File: src/rtl/audio_pkg.sv
// rtl/audio_pkg.sv - shared audio-path types and constants
package audio_pkg;

  localparam int SAMPLE_WIDTH_DEFAULT = 16;

  typedef logic signed [15:0] sample_t;

  typedef enum logic [1:0] {
    WAIT_SYNC,
    LEFT,
    RIGHT
  } i2s_rx_state_t;

endpackage

File: src/rtl/sync_edge_detect.sv
// rtl/sync_edge_detect.sv - multi-bit input synchronizer with rising-edge pulse on bit 0
module sync_edge_detect #(
  parameter int WIDTH       = 1,
  parameter int SYNC_STAGES = 2
) (
  input  logic             clk,
  input  logic [WIDTH-1:0] d_i,
  output logic [WIDTH-1:0] sync_o,
  output logic             rise_o
);

  // Left unreset so a reset pulse cannot fake an edge or an lrclk transition.
  logic [WIDTH-1:0] chain_q [SYNC_STAGES];
  logic             prev_q;

  always_ff @(posedge clk) begin
    chain_q[0] <= d_i;
    for (int i = 1; i < SYNC_STAGES; i++) begin
      chain_q[i] <= chain_q[i-1];
    end
    prev_q <= chain_q[SYNC_STAGES-1][0];
  end

  assign sync_o = chain_q[SYNC_STAGES-1];
  assign rise_o = chain_q[SYNC_STAGES-1][0] & ~prev_q;

endmodule

File: src/rtl/i2s_receiver.sv
// rtl/i2s_receiver.sv - I2S slave deserializer producing stereo sample pairs
module i2s_receiver
  import audio_pkg::*;
#(
  parameter int SAMPLE_WIDTH = SAMPLE_WIDTH_DEFAULT,
  parameter int SYNC_STAGES  = 2
) (
  input  logic                           clk,
  input  logic                           reset,
  input  logic                           bclk,
  input  logic                           lrclk,
  input  logic                           adcdat,
  output logic signed [SAMPLE_WIDTH-1:0] leftSampleOut,
  output logic signed [SAMPLE_WIDTH-1:0] rightSampleOut,
  output logic                           sampleValid,
  output logic                           frameError
);

  localparam int CW = $clog2(SAMPLE_WIDTH + 1);

  logic [2:0] sync_vec;
  logic       bit_tick;
  logic       lr_sync;
  logic       dat_sync;

  sync_edge_detect #(
    .WIDTH      (3),
    .SYNC_STAGES(SYNC_STAGES)
  ) u_sync (
    .clk   (clk),
    .d_i   ({adcdat, lrclk, bclk}),
    .sync_o(sync_vec),
    .rise_o(bit_tick)
  );

  assign lr_sync  = sync_vec[1];
  assign dat_sync = sync_vec[2];

  i2s_rx_state_t           state_q, state_d;
  logic [CW-1:0]           count_q, count_d;
  logic [SAMPLE_WIDTH-1:0] shift_q, shift_d;
  logic [SAMPLE_WIDTH-1:0] hold_q, hold_d;
  logic [SAMPLE_WIDTH-1:0] left_q, left_d;
  logic [SAMPLE_WIDTH-1:0] right_q, right_d;
  logic                    lr_prev_q, lr_prev_d;
  logic                    valid_q, valid_d;
  logic                    err_q, err_d;
  logic                    boundary;
  logic                    full;

  assign boundary = lr_sync ^ lr_prev_q;
  assign full     = (count_q == CW'(SAMPLE_WIDTH));

  always_comb begin
    state_d   = state_q;
    count_d   = count_q;
    shift_d   = shift_q;
    hold_d    = hold_q;
    left_d    = left_q;
    right_d   = right_q;
    lr_prev_d = lr_prev_q;
    valid_d   = 1'b0;
    err_d     = 1'b0;
    if (bit_tick) begin
      lr_prev_d = lr_sync;
      // The boundary tick carries the I2S delay bit, so it is never shifted.
      if (boundary) begin
        count_d = '0;
      end else if (state_q != WAIT_SYNC && !full) begin
        shift_d = {shift_q[SAMPLE_WIDTH-2:0], dat_sync};
        count_d = count_q + CW'(1);
      end
      case (state_q)
        WAIT_SYNC: begin
          if (boundary && !lr_sync) state_d = LEFT;
        end
        LEFT: begin
          if (boundary) begin
            if (lr_sync && full) begin
              hold_d  = shift_q;
              state_d = RIGHT;
            end else begin
              err_d   = 1'b1;
              state_d = WAIT_SYNC;
            end
          end
        end
        RIGHT: begin
          if (boundary) begin
            if (!lr_sync && full) begin
              left_d  = hold_q;
              right_d = shift_q;
              valid_d = 1'b1;
              state_d = LEFT;
            end else begin
              err_d   = 1'b1;
              state_d = WAIT_SYNC;
            end
          end
        end
        default: state_d = WAIT_SYNC;
      endcase
    end
  end

  always_ff @(posedge clk) begin
    if (reset) begin
      state_q   <= WAIT_SYNC;
      count_q   <= '0;
      shift_q   <= '0;
      hold_q    <= '0;
      left_q    <= '0;
      right_q   <= '0;
      lr_prev_q <= 1'b1;
      valid_q   <= 1'b0;
      err_q     <= 1'b0;
    end else begin
      state_q   <= state_d;
      count_q   <= count_d;
      shift_q   <= shift_d;
      hold_q    <= hold_d;
      left_q    <= left_d;
      right_q   <= right_d;
      lr_prev_q <= lr_prev_d;
      valid_q   <= valid_d;
      err_q     <= err_d;
    end
  end

  assign leftSampleOut  = left_q;
  assign rightSampleOut = right_q;
  assign sampleValid    = valid_q;
  assign frameError     = err_q;

endmodule

File: config.mk
export PLATFORM = sky130hd
export DESIGN_NAME = i2s_receiver
export DESIGN_NICKNAME = d
export VERILOG_FILES = /design/src/rtl/audio_pkg.sv /design/src/rtl/sync_edge_detect.sv /design/src/rtl/i2s_receiver.sv
export SDC_FILE = /design/constraint.sdc
export NUM_CORES = 1
export LEC_CHECK = 0
export ABC_AREA = 0
export BUFFER_PORTS_ARGS = -buffer_cell sky130_fd_sc_hd__buf_2
export CAP_MARGIN = 20
export CELL_PAD_IN_SITES_DETAIL_PLACEMENT = 0
export CELL_PAD_IN_SITES_GLOBAL_PLACEMENT = 2
export CORE_UTILIZATION = 33
export CTS_CLUSTER_SIZE = 16
export DETAILED_ROUTE_END_ITERATION = 8
export PLACE_DENSITY_LB_ADDON = 0.12
export SYNTH_ARGS = -nofsm -noshare
export SYNTH_HDL_FRONTEND = slang
export SYNTH_SLANG_ARGS = --single-unit
File: constraint.sdc
create_clock -name clk -period 2.6 [get_ports clk]
set_input_delay 0.52 -clock clk [delete_from_list [all_inputs] [get_ports clk]]
set_output_delay 0.52 -clock clk [all_outputs]
set_load 0.01 [all_outputs]
======== After elaboration in Yosys (flattened, before gate mapping) ========
Memories as Yosys holds them, arrays and structs flattened.
Index checks and enable logic that the tools add are counted.
operators by class
  add/subtract/negate cells ............... 1
  $mul .................................... 0
  div/mod/pow operators ................... 0
  magnitude comparators ................... 0
  equality and inequality tests ........... 6
  shift operators ......................... 0
  mux-type cells .......................... 14
  bitwise operators ....................... 6
  reductions and logical operators ........ 16
operators with widths
  kind                                                                    count
  4-bit AND reduction                                                     3
  5-bit two-way mux                                                       2
  2-bit two-way mux                                                       4
  1-bit two-way mux                                                       6
  2-bit != test (second input constant)                                   3
  2-bit case mux with 3 select lines                                      1
  5-bit by 1-bit adder with 5-bit output (second input constant)          1
  5-bit equality test (second input constant)                             1
  1-bit logical AND                                                       4
  1-bit NOT                                                               4
  2-bit nonzero test                                                      2
  4-bit OR reduction                                                      1
  3-bit AND reduction                                                     1
  2-bit by 1-bit equality test with 1-bit output (second input constant)  1
  2-bit equality test (second input constant)                             1
  1-bit zero test                                                         2
  2-bit zero test                                                         1
  1-bit case mux with 2 select lines                                      1
  2-bit AND reduction                                                     1
  2-bit OR reduction                                                      1
  1-bit AND                                                               1
  1-bit bitwise XOR                                                       1
storage, ports and cells
  flip-flop bits (word level) ............. 75
  bits in latches ......................... 0
  RAM bits ................................ 6
  ROM bits ................................ 0
  input bits .............................. 5
  word-level logic and storage cells ...... 54
  memories kept ........................... 1
memory list
  memory          depth  width  read ports  clocked after memory_dff  wr ports  line                    text
  u_sync.chain_q  2      3      2           0                         2         sync_edge_detect.sv:13  logic [WIDTH-1:0] chain_q [SYNC_STAGES];

======== Depth between registers and ports, before layout ========
Gate-level depths: netlist of run 1.
An unclocked memory read counts as a cell.
  depth in word-level cells ............... 6
  mapped depth ............................ 8
  mapped depth without buffers ............ 6

======== Hierarchy ========
Synthesis of run 1 repeated with hierarchy kept, for this count alone.
second synthesis, totals
  cells, all modules ...................... 291
  area, all modules ....................... 3254.4 um^2
modules (own cells, without submodules)
  module            instances  cells an instance  area an instance (um^2)  seq. area each (um^2)
  i2s_receiver      1          280                3078.0                   1481.4
  sync_edge_detect  1          11                 176.4                    140.1

======== Worst setup path before layout of run 1 ========
No wires, ideal clock.
  path kind ............................... reg-to-reg
  start ................................... mem u_sync.chain_q[1][1], in the netlist u_sync.chain_q[0][4]
  end ..................................... reg left_q[0], in the netlist leftSampleOut[0]
  arrival ................................. 2.032 ns
  setup slack ............................. 0.498 ns
  cell stages (with the launch flop) ...... 9
  clock period less this slack ............ 2.102 ns
  path through ............................ dfxtp_1 > inv_1 > ha_1 > nor3b_1 > and4_1 > clkbuf_1 > clkbuf_1 > nand2_1 > a21oi_1
RTL lines
  what                  line                    text
  from (decl)           sync_edge_detect.sv:13
  to (signal assigned)  i2s_receiver.sv:122     left_q <= left_d;
  to (decl)             i2s_receiver.sv:43      logic [SAMPLE_WIDTH-1:0] left_q, left_d;

==> results.sh, run 1 <==
export IMPL_status="completed"
export IMPL_clock_root_buffer="clkbuf_8"
export IMPL_final_cell_area_um2=3420
export IMPL_fin_setup_tns_ns=0
export IMPL_pwr_share_clk_pct=40.6
export IMPL_swShare_pct=22.4
export IMPL_period_needed_ns=2.17
export IMPL_postCtsSetupBuffers=0
export IMPL_startpoint_type="flip-flop"
export IMPL_yosys_warnings=0
export IMPL_netlist_area_um2=2930
export IMPL_rows=34
export IMPL_whs_ns=0.269
export IMPL_gp_congestion=0.809
export IMPL_seqPwrFrac_pct=57.0
export IMPL_place_hpwl_mm=4.36
export IMPL_syn_inst=350
export IMPL_fin_nets=399
export IMPL_synth_top_cell_area_share_pct=55.4
export IMPL_rsz0062_at_grt="false"
export IMPL_die_area_um2=9260
export IMPL_numCtsBuffers=9
export IMPL_synth_seq_cells=81
export IMPL_crit_buf_inv=2
export IMPL_critPathMaxFanout=19
export IMPL_maxCapViolCount=0
export IMPL_finClkSkew_ns=0.00884
export IMPL_fmax_ghz=0.462
export IMPL_cts_resized=0
export IMPL_detail_route_wl_per_cell_um=13.1
export IMPL_clockBufferDepth=2
export IMPL_core_area_um2=8640
export IMPL_drtPass1Iterations=4
export IMPL_ys_top_cells_by_area="dfxtp_1, nand2_1, a21oi_1"
export IMPL_slew_violations=0
export IMPL_synth_nets=362
export IMPL_p_leak_uw=0.00126
export IMPL_worstPathCellList="inv_1, ha_1, nor3b_1, nand4_1, buf_4, nand2_1, a21oi_1"
export IMPL_path_class="flip-flop to flip-flop"
export IMPL_start_util_pct=33.9
export IMPL_p_sw_uw=493
export IMPL_combinationalPowerShare_pct=2.4
export IMPL_drt_iter0_drc=81
export IMPL_hold_viol=0
export IMPL_layout_drive_gt1_share_pct=16.6
export IMPL_final_setup_worst_slack_ns=0.434
export IMPL_cts_hold_buf=0
export IMPL_post_route_period_util_pct=83.3
export IMPL_syn_avg_cell_area_um2=8.37
export IMPL_required_ns=2.81
export IMPL_peakVddDrop_mv=0.222
export IMPL_ios=39
export IMPL_drc=0
export IMPL_grtUsageTotal_pct=15.4
export IMPL_slew_headroom_pct=57.3
export IMPL_final_util_pct=39.6
export IMPL_cts_sinks=81
export IMPL_finalSetupViolations=0
export IMPL_clk_pin_slew_ns=0.08
export IMPL_numPortBuffers=38
export IMPL_critPathMaxStageDelay_ns=0.48
export IMPL_vias=2369
export IMPL_avgViaCountPerCell=4.74
export IMPL_grt_first_pass_wirelength_mm=10.8
export IMPL_grt_pass1_vias=2055
export IMPL_slowest_stage="nor3b_1"
export IMPL_seq_area_frac_synth_pct=55.4
export IMPL_die_w_um=96.2
export IMPL_worstMarginPinSlew_ns=0.641
export IMPL_insertion_delay_ns=0.35
export IMPL_die_y_um=96.2
export IMPL_synthToLayoutAreaGrowth_pct=16.7
export IMPL_end_kind="flip-flop"
export IMPL_arrival_ns=2.38
export IMPL_grt_start_max_net_pins=40
export IMPL_p_per_area_nw_per_um2=643
export IMPL_antenna_found_initial=0
export IMPL_drt_total_wl_mm=6.57
export IMPL_yosysTopAreaCell="dfxtp_1"
export IMPL_internal_power_uw=1710
export IMPL_ys_types=31
export IMPL_grt_overflow_total=0
export IMPL_hold_class="primary input to flip-flop"
export IMPL_place_ws_ns=0.460
export IMPL_drtAntennaViolNets=0
export IMPL_cts_tree="done"
export IMPL_n_antenna_cell=0
export IMPL_path_delay_family="simple AND/OR/NAND/NOR gates"
export IMPL_postPlaceCellArea_um2=3230
export IMPL_htree_levels=3
cells in the mapped netlist, drive strengths merged:
cell type / n
or4: 1
clkbuf: 19
nand4bb: 1
a21boi: 1
buf: 1
a22o: 2
nand3b: 1
inv: 8
o211ai: 1
dfxtp: 81
nor3b: 2
nand4: 3
nand2: 133
o2111a: 1
nand3: 3
or3: 2
xnor2: 2
nor4: 1
and4: 1
ha: 7
nand2b: 1
o2111ai: 1
a31oi: 1
nor4b: 1
or4b: 1
a211oi: 1
a21oi: 67
mux2: 1
o21ai: 2
nor2: 2
and4bb: 1
placed cells by master (no fill, tap or decap), drive strengths merged, types with 3 or more instances in the layout:
cell type and n:
clkinv 3, buf 46, inv 8, nand4 3, nand3 3, nand2 133, ha 7, dfxtp 81
a21oi 67, clkbuf 11
worst reg2reg max path, stage by stage, from the launching register on:
cell     delay (ns)
dfxtp_1        0.40
inv_1          0.11
ha_1           0.38
nor3b_1        0.48
nand4_1        0.24
buf_4          0.27
nand2_1        0.09
a21oi_1        0.06
flip-flops by register name, indices dropped and copies added (netlist names):
name            flops
frameError          1
u_sync.chain_q      6
sampleValid         1
rightSampleOut     16
count_q             5
shift_q            16
state_q             2
leftSampleOut      16
lr_prev_q           1
hold_q             16
u_sync.prev_q       1
cell type report:
type | count | area (um2)
clock buffers | 11 | 131
multi-input cells | 241 | 1190
fillers | 914 | 5220
repair buffers | 46 | 250
clock inverters | 5 | 56.3
well taps | 108 | 135
flip-flops and latches | 81 | 1620
inverters | 8 | 30.0
power groups by stage:
stage	logic, uW	registers [uW]	clock network (uW)
4_1_cts	53.0	1250	926
2_1_floorplan	38.9	1280	0
6_report	52.4	1250	893
3_5_place_dp	52.7	1280	0
5_1_grt	58.4	1250	991
3_3_place_gp	53.8	1280	0
metrics by stage:
step | cells | power, uW
after detailed placement | 484 | 1330
after global routing | 500 | 2300
final | 500 | 2200
after CTS | 500 | 2230
after floorplan | 350 | 1320
after global placement | 484 | 1340
cell families after synthesis:
kind of cell | count (synthesis) | synth area share (%)
simple gates | 154 | 22.8
compound gates | 77 | 14.1
mux | 1 | 0.384
xor+xnor | 2 | 0.598
flops | 81 | 55.4
fa+ha+maj | 7 | 2.99
buf+inv | 28 | 3.84
routing by layer:
layer,wire [um],global-route usage [%],up-vias,part of all wire [%]
met2,2670,21.2,34,41
li1,-,-,1239,-
met4,129,7.71,0,2.0
met1,3580,22.4,1085,54
met3,191,3.24,11,2.9
met5,0,0,-,0
path summary, 6_finish.rpt:
path,from,to,slack [ns],cells past startpoint
max reg2reg,u_sync.chain_q[0][4],rightSampleOut[0],0.43,7
min,bclk,u_sync.chain_q[0][0],0.27,1
max,u_sync.chain_q[0][4],rightSampleOut[0],0.43,7
min reg2reg,u_sync.chain_q[0][0],u_sync.chain_q[0][3],0.33,0
(Power assumes the default switching activity.)
==> run 2: changes to the inputs <==
==> constraint.sdc (replaced) <==
create_clock -name clk -period 2.1 [get_ports clk]
set_input_delay 0.42 -clock clk [delete_from_list [all_inputs] [get_ports clk]]
set_output_delay 0.42 -clock clk [all_outputs]
set_load 0.01 [all_outputs]
==> run 2 against run 1 <==
Setup slack lost 0.36 ns. Count of clock-buffer cells in the layout rose by 1. Combinational power rose by 40%. Clock power up 29%. Non-clock buffer count is 4 higher. Utilization up 0.57 points. Sequential share of layout area down 0.67 points. Power increased by 26%. Die area is the same.
==> results.sh, run 2 (synthesized netlist as in run 1, its figures left out) <==
export IMPL_status="completed"
export IMPL_detail_route_wl_per_cell_um=13.2
export IMPL_required_ns=2.38
export IMPL_hp_start="adcdat"
export IMPL_layout_drive_gt1_share_pct=17.7
export IMPL_slew_violations=0
export IMPL_critPathMaxFanout=17
export IMPL_clock_root_buffer="clkbuf_8"
export IMPL_grt_first_pass_wirelength_mm=10.9
export IMPL_numCtsBuffers=9
export IMPL_p_per_area_nw_per_um2=800
export IMPL_vias=2394
export IMPL_start_util_pct=33.9
export IMPL_drt_total_wl_mm=6.66
export IMPL_final_common_cell="nand2_1"
export IMPL_hold_viol=0
export IMPL_startpoint_type="flip-flop"
export IMPL_critPathMaxStageDelay_ns=0.49
export IMPL_numPortBuffers=38
export IMPL_nFillCells=907
export IMPL_final_cell_area_um2=3470
export IMPL_worstPathCellList="inv_1, ha_1, and4bb_4, or4b_4, buf_4, nor2_1, mux2_2"
export IMPL_internal_power_uw=2170
export IMPL_startpoint="count_q[0]"
export IMPL_postPlaceCellArea_um2=3270
export IMPL_cts_resized=0
export IMPL_grt_pass1_vias=2140
export IMPL_gp_congestion=0.852
export IMPL_grt_overflow_total=0
export IMPL_finClkSkew_ns=0.00805
export IMPL_fmax_ghz=0.493
export IMPL_busiest_layer="met1"
export IMPL_worstMarginPinSlew_ns=0.576
export IMPL_cts_hold_buf=0
export IMPL_drt_iter0_drc=80
export IMPL_htree_levels=3
export IMPL_p_leak_uw=0.00129
export IMPL_path_class="flip-flop to flip-flop"
export IMPL_fin_setup_tns_ns=0
export IMPL_cts_sinks=81
export IMPL_p_total_uw=2770
export IMPL_die_w_um=96.2
export IMPL_avgViaCountPerCell=4.76
export IMPL_rows=34
export IMPL_cts_tree="done"
export IMPL_swShare_pct=21.6
export IMPL_drtPass1Iterations=4
export IMPL_die_y_um=96.2
export IMPL_slew_headroom_pct=61.4
export IMPL_globalRouteMet1Util_pct=22.9
export IMPL_die_area_um2=9260
export IMPL_use_met3_pct=2.61
export IMPL_grtUsageTotal_pct=15.6
export IMPL_clockBufferDepth=2
export IMPL_final_util_pct=40.2
export IMPL_maxCapViolCount=0
export IMPL_place_hpwl_mm=4.52
export IMPL_drtAntennaViolNets=0
export IMPL_slowest_stage="or4b_4"
export IMPL_hold_class="primary input to flip-flop"
export IMPL_finalSetupViolations=0
export IMPL_clk_pin_slew_ns=0.07
export IMPL_grt_start_max_net_pins=41
export IMPL_worst_r2r_setup_slack_ns=0.07
export IMPL_peakVddDrop_mv=0.265
export IMPL_rsz0062_at_grt="false"
export IMPL_place_ws_ns=0.114
export IMPL_n_antenna_cell=0
export IMPL_drc=0
export IMPL_combinationalPowerShare_pct=2.6
export IMPL_ios=39
export IMPL_p_sw_uw=601
export IMPL_core_area_um2=8640
export IMPL_end_kind="flip-flop"
export IMPL_period_needed_ns=2.03
export IMPL_final_cell_mix="nand2_1, dfxtp_1, a21oi_1"
export IMPL_post_route_period_util_pct=96.6
export IMPL_grtUsageMet2_pct=21.7
export IMPL_antenna_found_initial=0
export IMPL_fin_nets=403
export IMPL_final_setup_worst_slack_ns=0.0717
export IMPL_seqPwrFrac_pct=55.9
export IMPL_timing_rr_start="count_q[0]"
export IMPL_arrival_ns=2.31
export IMPL_postCtsSetupBuffers=0
export IMPL_insertion_delay_ns=0.34
export IMPL_synthToLayoutAreaGrowth_pct=18.4
export IMPL_pwr_share_clk_pct=41.5
[run 2: changes by cell type in the layout (fill, tap and decap cells not counted)]
cell	change
buf_4	+4
clkbuf_8	+2
clkbuf_1	-1
clkinv_4	-1
clkinvlp_4	-1
nor3b_1	-1
nor3b_4	+1
[run 2: worst paths after layout]
path	to	cells after the start
worst min-delay path	u_sync.chain_q[0][2]	1
worst min register to register	u_sync.chain_q[0][3]	0
worst max-delay path	count_q[0]	7
worst max register to register	count_q[0]	7
[run 2: metrics by stage]
step / hold slack [ns] / instances
after floorplan: 0.310 / 350
after global placement: 0.312 / 488
after detailed placement: 0.315 / 488
after CTS: 0.165 / 503
after global routing: 0.158 / 503
final: 0.176 / 503
[run 2: final cells by class]
type	instances	area (um2)	share of cell area (%)
flip-flops and latches	81	1620	46.8
multi-input cells	241	1210	34.8
repair buffers	50	280	8.08
clock buffers	12	155	4.47
well taps	108	135	3.90
clock inverters	3	40.0	1.15
inverters	8	30.0	0.866
[run 2: power by group through the flow]
stage / Sequential (uW) / Clock, uW / Combinational (uW)
after global routing: 1550 / 1250 / 82.0
after detailed placement: 1590 / 0 / 72.1
after global placement: 1590 / 0 / 73.4
after CTS: 1550 / 1180 / 72.2
final: 1550 / 1150 / 73.5
after floorplan: 1590 / 0 / 49.0
[run 2: worst max-delay path, delay by kind of cell (launching register included)]
family	cells	cell delay (ns)
and+or+nand+nor	3	0.92
buffers and inverters	2	0.27
DFF	1	0.39
muxes	1	0.19
adders and majority gates	1	0.20
[run 2: layer usage]
| layer | vias up | share of wire, % |
|---|---|---|
| li1 | 1232 | - |
| met1 | 1117 | 54 |
| met2 | 36 | 42 |
| met3 | 9 | 3.2 |
| met4 | 0 | 1.7 |
| met5 | - | 0 |
